--- src/rtl/demux2_pkg.sv ---
// Shared constants and types for the two-lane stream demultiplexer.
// Optional feature macro used by the top level: DEMUX2_STREAM_CNT_EN
// (adds per-lane delivered-word counters cnt0/cnt1).
package demux2_pkg;

  localparam int DATA_W_DEF = 8;   // default stream data width
  localparam int CNT_W      = 16;  // delivered-word counter width
  localparam int LANE_DEPTH = 2;   // entries per lane FIFO

  // Lane occupancy doubles as the lane's state; it is exported for
  // observation and for the upstream ready decision.
  typedef enum logic [1:0] {
    OCC_EMPTY = 2'd0,
    OCC_ONE   = 2'd1,
    OCC_FULL  = 2'(LANE_DEPTH)
  } occ_e;

endpackage

--- src/rtl/demux2_lane.sv ---
// One lane of demux2_stream: a 2-entry FIFO with registered head.
// Handshake: a word moves on a rising edge only when its valid and ready
// are both high in that cycle; valid never depends on ready.
// push_i is ignored while full, pop_i is ignored while empty.
module demux2_lane
  import demux2_pkg::*;
#(
  parameter int WIDTH = DATA_W_DEF
) (
  input  logic             clk,
  input  logic             rst,
  input  logic             push_i,
  input  logic [WIDTH-1:0] push_data_i,
  input  logic             pop_i,
  output logic             valid_o,
  output logic [WIDTH-1:0] head_o,
  output logic [1:0]       occ_o
);

  occ_e             occ_q, occ_d;
  logic [WIDTH-1:0] head_q, head_d;
  logic [WIDTH-1:0] tail_q, tail_d;
  logic             push_ok;
  logic             pop_ok;

  assign push_ok = push_i && (occ_q != OCC_FULL);
  assign pop_ok  = pop_i  && (occ_q != OCC_EMPTY);

  // Next-state: the head register is always the oldest word; a pop at
  // occupancy 2 promotes the tail, a push+pop at occupancy 1 replaces the head.
  always_comb begin
    occ_d  = occ_q;
    head_d = head_q;
    tail_d = tail_q;
    case ({push_ok, pop_ok})
      2'b10: begin
        if (occ_q == OCC_EMPTY) begin
          head_d = push_data_i;
          occ_d  = OCC_ONE;
        end else begin
          tail_d = push_data_i;
          occ_d  = OCC_FULL;
        end
      end
      2'b01: begin
        if (occ_q == OCC_FULL) begin
          head_d = tail_q;
          occ_d  = OCC_ONE;
        end else begin
          occ_d  = OCC_EMPTY;
        end
      end
      2'b11: begin
        // push_ok excludes FULL and pop_ok excludes EMPTY, so occupancy is 1.
        head_d = push_data_i;
        occ_d  = OCC_ONE;
      end
      default: begin
        occ_d = occ_q;
      end
    endcase
  end

  // Lane registers; reset discards any stored words.
  always_ff @(posedge clk or posedge rst) begin
    if (rst) begin
      occ_q  <= OCC_EMPTY;
      head_q <= '0;
      tail_q <= '0;
    end else begin
      occ_q  <= occ_d;
      head_q <= head_d;
      tail_q <= tail_d;
    end
  end

  assign valid_o = (occ_q != OCC_EMPTY);
  assign head_o  = head_q;
  assign occ_o   = occ_q;

endmodule

--- src/rtl/demux2_stream.sv ---
// Two-lane stream demultiplexer: each upstream word is steered by in_sel
// into an independent 2-entry lane FIFO. Per-lane order is preserved; the
// lanes are not ordered against each other.
// Handshake: a transfer happens on a rising edge when valid && ready; valid
// and data are held by the source until accepted; outNvalid/outN_data come
// from registers only.
// Optional macro DEMUX2_STREAM_CNT_EN adds 16-bit wrapping per-lane
// delivered-word counters on ports cnt0/cnt1.
module demux2_stream
  import demux2_pkg::*;
#(
  parameter int WIDTH = DATA_W_DEF
) (
  input  logic             clk,
  input  logic             reset,
  input  logic             in_valid,
  input  logic [WIDTH-1:0] in_data,
  input  logic             in_sel,
  output logic             in_ready,
  output logic             out0_valid,
  output logic [WIDTH-1:0] out0_data,
  input  logic             out0_ready,
  output logic             out1_valid,
  output logic [WIDTH-1:0] out1_data,
  input  logic             out1_ready
`ifdef DEMUX2_STREAM_CNT_EN
  ,
  output logic [CNT_W-1:0] cnt0,
  output logic [CNT_W-1:0] cnt1
`endif
);

  logic [1:0] occ0;
  logic [1:0] occ1;
  logic       push0;
  logic       push1;
  logic       pop0;
  logic       pop1;

  // Ready depends only on registered occupancy of the selected lane, so
  // there is no same-cycle path from outN_ready to in_ready.
  assign in_ready = in_sel ? (occ1 != OCC_FULL) : (occ0 != OCC_FULL);
  assign push0    = in_valid && in_ready && !in_sel;
  assign push1    = in_valid && in_ready &&  in_sel;
  assign pop0     = out0_valid && out0_ready;
  assign pop1     = out1_valid && out1_ready;

  demux2_lane #(.WIDTH(WIDTH)) u_lane0 (
    .clk         (clk),
    .rst         (reset),
    .push_i      (push0),
    .push_data_i (in_data),
    .pop_i       (pop0),
    .valid_o     (out0_valid),
    .head_o      (out0_data),
    .occ_o       (occ0)
  );

  demux2_lane #(.WIDTH(WIDTH)) u_lane1 (
    .clk         (clk),
    .rst         (reset),
    .push_i      (push1),
    .push_data_i (in_data),
    .pop_i       (pop1),
    .valid_o     (out1_valid),
    .head_o      (out1_data),
    .occ_o       (occ1)
  );

`ifdef DEMUX2_STREAM_CNT_EN
  logic [CNT_W-1:0] cnt0_q;
  logic [CNT_W-1:0] cnt1_q;

  // Count delivered words per lane; natural wrap at 2^CNT_W.
  always_ff @(posedge clk or posedge reset) begin
    if (reset) begin
      cnt0_q <= '0;
      cnt1_q <= '0;
    end else begin
      if (pop0) cnt0_q <= cnt0_q + 1'b1;
      if (pop1) cnt1_q <= cnt1_q + 1'b1;
    end
  end

  assign cnt0 = cnt0_q;
  assign cnt1 = cnt1_q;
`endif

endmodule

--- config.mk ---
export PLATFORM = sky130hd
export DESIGN_NAME = demux2_stream
export DESIGN_NICKNAME = d
export VERILOG_FILES = /design/src/rtl/demux2_pkg.sv /design/src/rtl/demux2_lane.sv /design/src/rtl/demux2_stream.sv
export SDC_FILE = /design/constraint.sdc
export NUM_CORES = 1
export LEC_CHECK = 0
export CAP_MARGIN = 0
export CORE_MARGIN = 2
export CORE_UTILIZATION = 50
export CTS_CLUSTER_SIZE = 28
export DETAILED_ROUTE_END_ITERATION = 10
export GPL_ROUTABILITY_DRIVEN = 0
export PLACE_DENSITY = 0.78
export SLEW_MARGIN = 20
export SYNTH_ARGS = -nofsm -noshare
export SYNTH_HDL_FRONTEND = slang
export SYNTH_SLANG_ARGS = --single-unit
--- constraint.sdc ---
create_clock -name clk -period 2.1 [get_ports clk]
set_input_delay 0.42 -clock clk [delete_from_list [all_inputs] [get_ports clk]]
set_output_delay 0.42 -clock clk [all_outputs]
set_load 0.03 [all_outputs]
# --- After elaboration in Yosys (flattened, before gate mapping) ---
# Index checks and enable logic that the tools add are counted.
totals:
  regBits: 36
  wordCells: 55
classes:
  eq_ne: 14
  n_mux: 13
  n_bitwise: 2
  n_reduce_logical: 20
op_table:
  columns: ["cell", "n"]
  rows:
  - ["case mux 8 bit (3 select lines)", 2]
  - ["two-way mux 8 bit", 4]
  - ["equality test 2 bit, second input constant", 6]
  - ["case mux 2 bit (3 select lines)", 2]
  - ["logical AND 1 bit", 9]
  - ["inequality test 2 x 1 -> 1 bit, second input constant", 4]
  - ["AND reduction 3 bit", 2]
  - ["nonzero test 3 bit", 2]
  - ["equality test 2 x 1 -> 1 bit, second input constant", 2]
  - ["logical NOT 2 bit", 2]
  - ["two-way mux 2 bit", 2]
  - ["inequality test 2 bit, second input constant", 2]
  - ["AND reduction 2 bit", 2]
  - ["nonzero test 2 bit", 2]
  - ["two-way mux 1 bit", 3]
  - ["inverter 1 bit", 2]
  - ["logical NOT 1 bit", 1]

# --- Logic depth before layout (Yosys ltp) ---
depth:
  depth_word: 8
  ltp_mapped: 5
  depth_no_buf: 4

# --- Cells and area by module ---
# Synthesis repeated with hierarchy kept, for this count alone.
unflattened:
  hier_cells: 159
  hier_area_um2: 1744.2
modules_own_cells:
  columns: ["mod", "n_inst", "cells_each", "area_per_inst_um2"]
  rows:
  - ["demux2_lane", 2, 75, 843.3]
  - ["demux2_stream", 1, 9, 57.6]

# --- Worst setup path after synthesis ---
# No wires, ideal clock.
synth_path:
  kind: "input -> register"
  start: "in in_valid"
  end: "reg u_lane1.head_q[0] (netlist: u_lane1.head_o[0])"
  setup_time_ns: 0.125
  arrival_ns: 1.607
  t_required_ns: 1.975
  setup_slack_ns: 0.369
  cell_stages: 5
  path_cell_list: "and2_1 > buf_6 > a21oi_2 > mux2_2 > mux2_2"
synth_between:
  elab_chain_cells: 6
synth_lines:
  columns: ["element", "line_no", "rtl"]
  rows:
  - ["start, declared", "demux2_stream.sv:16", "input logic in_valid,"]
  - ["logical AND 1 bit * (2 in series)", "demux2_stream.sv:44", "assign push1 = in_valid && in_ready && in_sel;"]
  - ["logical AND 1 bit *", "demux2_lane.sv:26", "assign push_ok = push_i && (occ_q != OCC_FULL);"]
  - ["equality test 2 x 1 -> 1 bit or equality test 2 bit (tied branches)", "demux2_lane.sv:35", "case ({push_ok, pop_ok})"]
  - ["inequality test 2 x 1 -> 1 bit (no line) or nonzero test 3 bit (tied branches)", null, null]
  - ["AND reduction 3 bit (no line)", null, null]
  - ["end signal, assigned", "demux2_lane.sv:68", "head_q <= '0;"]
  - ["end signal, assigned", "demux2_lane.sv:72", "head_q <= head_d;"]
  - ["end, declared", "demux2_lane.sv:21", "logic [WIDTH-1:0] head_q, head_d;"]
# Mark *: on every way between the ends. The rest lies on a longest branch, timed or not.
# A chain may end at the register's enable or synchronous reset.

# --- Final worst setup path ---
layout_path:
  start: "reg u_lane0.occ_q[0] (netlist: u_lane0.occ_o[0])"
  end: "out out0_valid"
layout_between:
  elab_chain_cells: 1
layout_lines:
  columns: ["element", "line_no", "rtl"]
  rows:
  - ["start, declared", "demux2_lane.sv:20", "occ_e occ_q, occ_d;"]
  - ["start signal, assigned", "demux2_lane.sv:67", "occ_q <= OCC_EMPTY;"]
  - ["start signal, assigned", "demux2_lane.sv:71", "occ_q <= occ_d;"]
  - ["nonzero test 2 bit", "demux2_lane.sv:77", "assign valid_o = (occ_q != OCC_EMPTY);"]
  - ["end, declared", "demux2_stream.sv:20", "output logic out0_valid,"]
# No other way between the ends.

==> results.sh <==
export IMPL_post_route_min_period_ns=1.903
export IMPL_clk_pin_slew_ns=0.11
export IMPL_powerDensity_nw_per_um2=1061
export IMPL_top_layer_used="met4"
export IMPL_cts_setup_buffers=0
export IMPL_peakVddDrop_mv=0.6228
export IMPL_endpoint_kind="primary output"
export IMPL_grt_util_all_layers=0.1850
export IMPL_crit_path_top_delay_cell="dfrtp_1"
export IMPL_clk_path_buf_depth=2
export IMPL_power_share_clock=0.172
export IMPL_cts_sinks=36
export IMPL_cts_tree="built"
export IMPL_synthCells=111
export IMPL_crit_type="flip-flop to primary output"
export IMPL_internal_power_mw=1.518
export IMPL_total_leakage_power_nw=0.9118
export IMPL_hold_slack_ns=0.4611
export IMPL_setup_ws_ns=0.1971
export IMPL_finalNonFillerCells=203
export IMPL_dp_slack_ns=-0.1199
export IMPL_start_util=0.5302
export IMPL_grt_max_degree=37
export IMPL_critical_path_max_stage_delay_ns=0.47
export IMPL_status="complete, no violations"
export IMPL_fin_nets=172
export IMPL_wl_met3_um=136
export IMPL_comb_power_share=0.378
export IMPL_ys_seq_area_frac=0.5475
export IMPL_synth_area_leader_cell="dfrtp_1"
export IMPL_yosysWarnings=0
export IMPL_maxSlewHeadroom=0.6983
export IMPL_r2r_end="u_lane0.head_o[0]"
export IMPL_antenna_left=0
export IMPL_routed_wl_um=2896
export IMPL_setup_tns_ns=0
export IMPL_worstPathArrival_ns=1.48
export IMPL_first_global_vias=1107
export IMPL_tightest_slew_ns=0.4522
export IMPL_layout_drive_gt1_share=0.4591
export IMPL_total_power_mw=2.263
export IMPL_drt_iter0_markers=31
export IMPL_grt_pass1_wl_um=4968
export IMPL_diodes=0
export IMPL_avgRoutedWirePerCell_um=14.27
export IMPL_r2r_cells=4
export IMPL_final_cell_area_um2=2133
export IMPL_ctsRootBufferMaster="clkbuf_4"
export IMPL_dp_cells=195
export IMPL_slew_violations=0
export IMPL_hold_viol_final=0
export IMPL_cp_max_fo=7
export IMPL_clock_latency_ns=0.34
export IMPL_clock_fmax_mhz=525.5
export IMPL_synthToLayoutAreaGrowth_pct=29.66
export IMPL_drc=0
export IMPL_fin_crit_sh=0.9061
export IMPL_reg2reg_from="u_lane0.occ_o[0]"
export IMPL_antenna_found_initial=0
export IMPL_core_um2=3103
export IMPL_ys_types=21
export IMPL_path_cells="or2_2 -> dlygate4sd2_1"
export IMPL_nFillCells=248
export IMPL_syn_area_um2=1645
export IMPL_htreeDepth=2
export IMPL_wl_met1_um=1277
export IMPL_dr_total_vias=1048
export IMPL_overflow=0
export IMPL_power_switching_uw=744.6
export IMPL_rsz0062_at_grt="no"
export IMPL_synth_top_area_share=0.5475
export IMPL_netlist_top_cells_area="dfrtp_1, mux2_2, a22oi_4, a21oi_2, o21ai_0"
export IMPL_fp_dieH_um=61.37
export IMPL_cts_buffers=5
export IMPL_portBuffers=32
export IMPL_post_cts_resized=2
export IMPL_start_kind="flip-flop"
export IMPL_worstPathRequired_ns=1.68
export IMPL_switching_share=0.3290
export IMPL_wl_met2_um=1416
export IMPL_holdBufCountCts=0
export IMPL_placed_area_um2=2077
export IMPL_hpwl_um=2133
export IMPL_setup_viol=0
export IMPL_ios=33
export IMPL_hold_path_class="input port to async pin"
export IMPL_rows=20
export IMPL_post_route_util=0.6875
export IMPL_r2r_slack_ns=0.35
export IMPL_die_area_um2=3766
export IMPL_synth_area_per_cell_um2=14.82
export IMPL_synth_nets=125
export IMPL_dr_pass1_iters=4
export IMPL_power_share_sequential=0.450
export IMPL_die_w_um=61.37
export IMPL_synth_seq_cells=36
export IMPL_vias_per_cell=5.163
export IMPL_cap_viol_max_count=0
export IMPL_skew_ns=0.006396
-- critical path: cells and delay by family (launching register included) --
family | cells | cell delay, ns
buffers and inverters | 1 | 0.35
flip-flops | 1 | 0.47
AND/OR/NAND/NOR | 1 | 0.32
-- Yosys cell counts --
cell,instances
dfrtp_1,36
inv_1,2
a2bb2oi_2,1
nand2b_1,1
a21oi_2,2
buf_2,1
or2_2,2
mux2i_1,1
nor2b_1,1
buf_6,1
a31oi_1,1
nor2_1,2
and2_1,1
o21ai_0,3
a22oi_4,1
nor3b_2,1
nand3b_1,1
nor3b_1,1
o31ai_1,1
a21oi_1,2
mux2_2,49
-- sequential cells by signal (all words and copies together) (netlist names) --
name,count
u_lane0.head_o,8
u_lane0.occ_o,2
u_lane0.tail_q,8
u_lane1.head_o,8
u_lane1.occ_o,2
u_lane1.tail_q,8
-- logic make-up after synthesis --
| family | after synthesis | synth area share |
|---|---|---|
| DFF | 36 | 0.5475 |
| muxes | 50 | 0.3414 |
| buffers and inverters | 4 | 0.01445 |
| and+or+nand+nor | 10 | 0.04031 |
| AOI/OAI and AO/OA | 11 | 0.05627 |
-- layout by cell type, fill, tap and decap left out, types with 2 or more instances in the layout --
cell type | Yosys | layout
mux2_2 | 49 | 49
dfrtp_1 | 36 | 36
clkdlybuf4s50_1 | 0 | 29
buf_4 | 0 | 11
clkbuf_4 | 0 | 5
o21ai_0 | 3 | 3
a21oi_2 | 2 | 2
inv_1 | 2 | 2
or2_2 | 2 | 2
a21oi_1 | 2 | 2
nor2_1 | 2 | 2
clkbuf_1 | 0 | 2
dlygate4sd2_1 | 0 | 2
-- final cells by class --
type / count / area, um2 / share of cell area
clock buffers: 8 / 58.81 / 0.02757
inverters: 2 / 7.507 / 0.003519
multi-input cells: 71 / 720.7 / 0.3378
flip-flops and latches: 36 / 900.9 / 0.4223
well taps: 44 / 55.05 / 0.02581
repair buffers: 42 / 390.4 / 0.1830
-- power by group through the flow --
stage	logic [mW]	clock network (mW)	registers, mW
4_1_cts	0.870	0.401	1.02
6_report	0.856	0.389	1.02
3_5_place_dp	0.873	0	1.03
2_1_floorplan	0.346	0	1.21
5_1_grt	0.917	0.428	1.05
3_3_place_gp	0.853	0	1.02
-- metal layers --
metal	vias to the layer above	GRT usage
met1	518	0.2295
met2	26	0.3024
met4	0	0.09119
li1	496	-
met5	-	0
met3	8	0.04622
-- worst max-delay path by stage --
stage | cells past startpoint | slack [ns] | startpoint | to
after floorplan | 5 | 0.37 | in_valid | u_lane1.head_o[0]
after global placement | 5 | -0.07 | in_sel | u_lane0.head_o[1]
after detailed placement | 5 | -0.12 | in_sel | u_lane0.head_o[1]
after CTS | 2 | 0.17 | u_lane0.occ_o[0] | out0_valid
after global routing | 2 | 0.14 | u_lane0.occ_o[0] | out0_valid
final | 2 | 0.20 | u_lane0.occ_o[0] | out0_valid
Power figures use the tool's default switching activity.
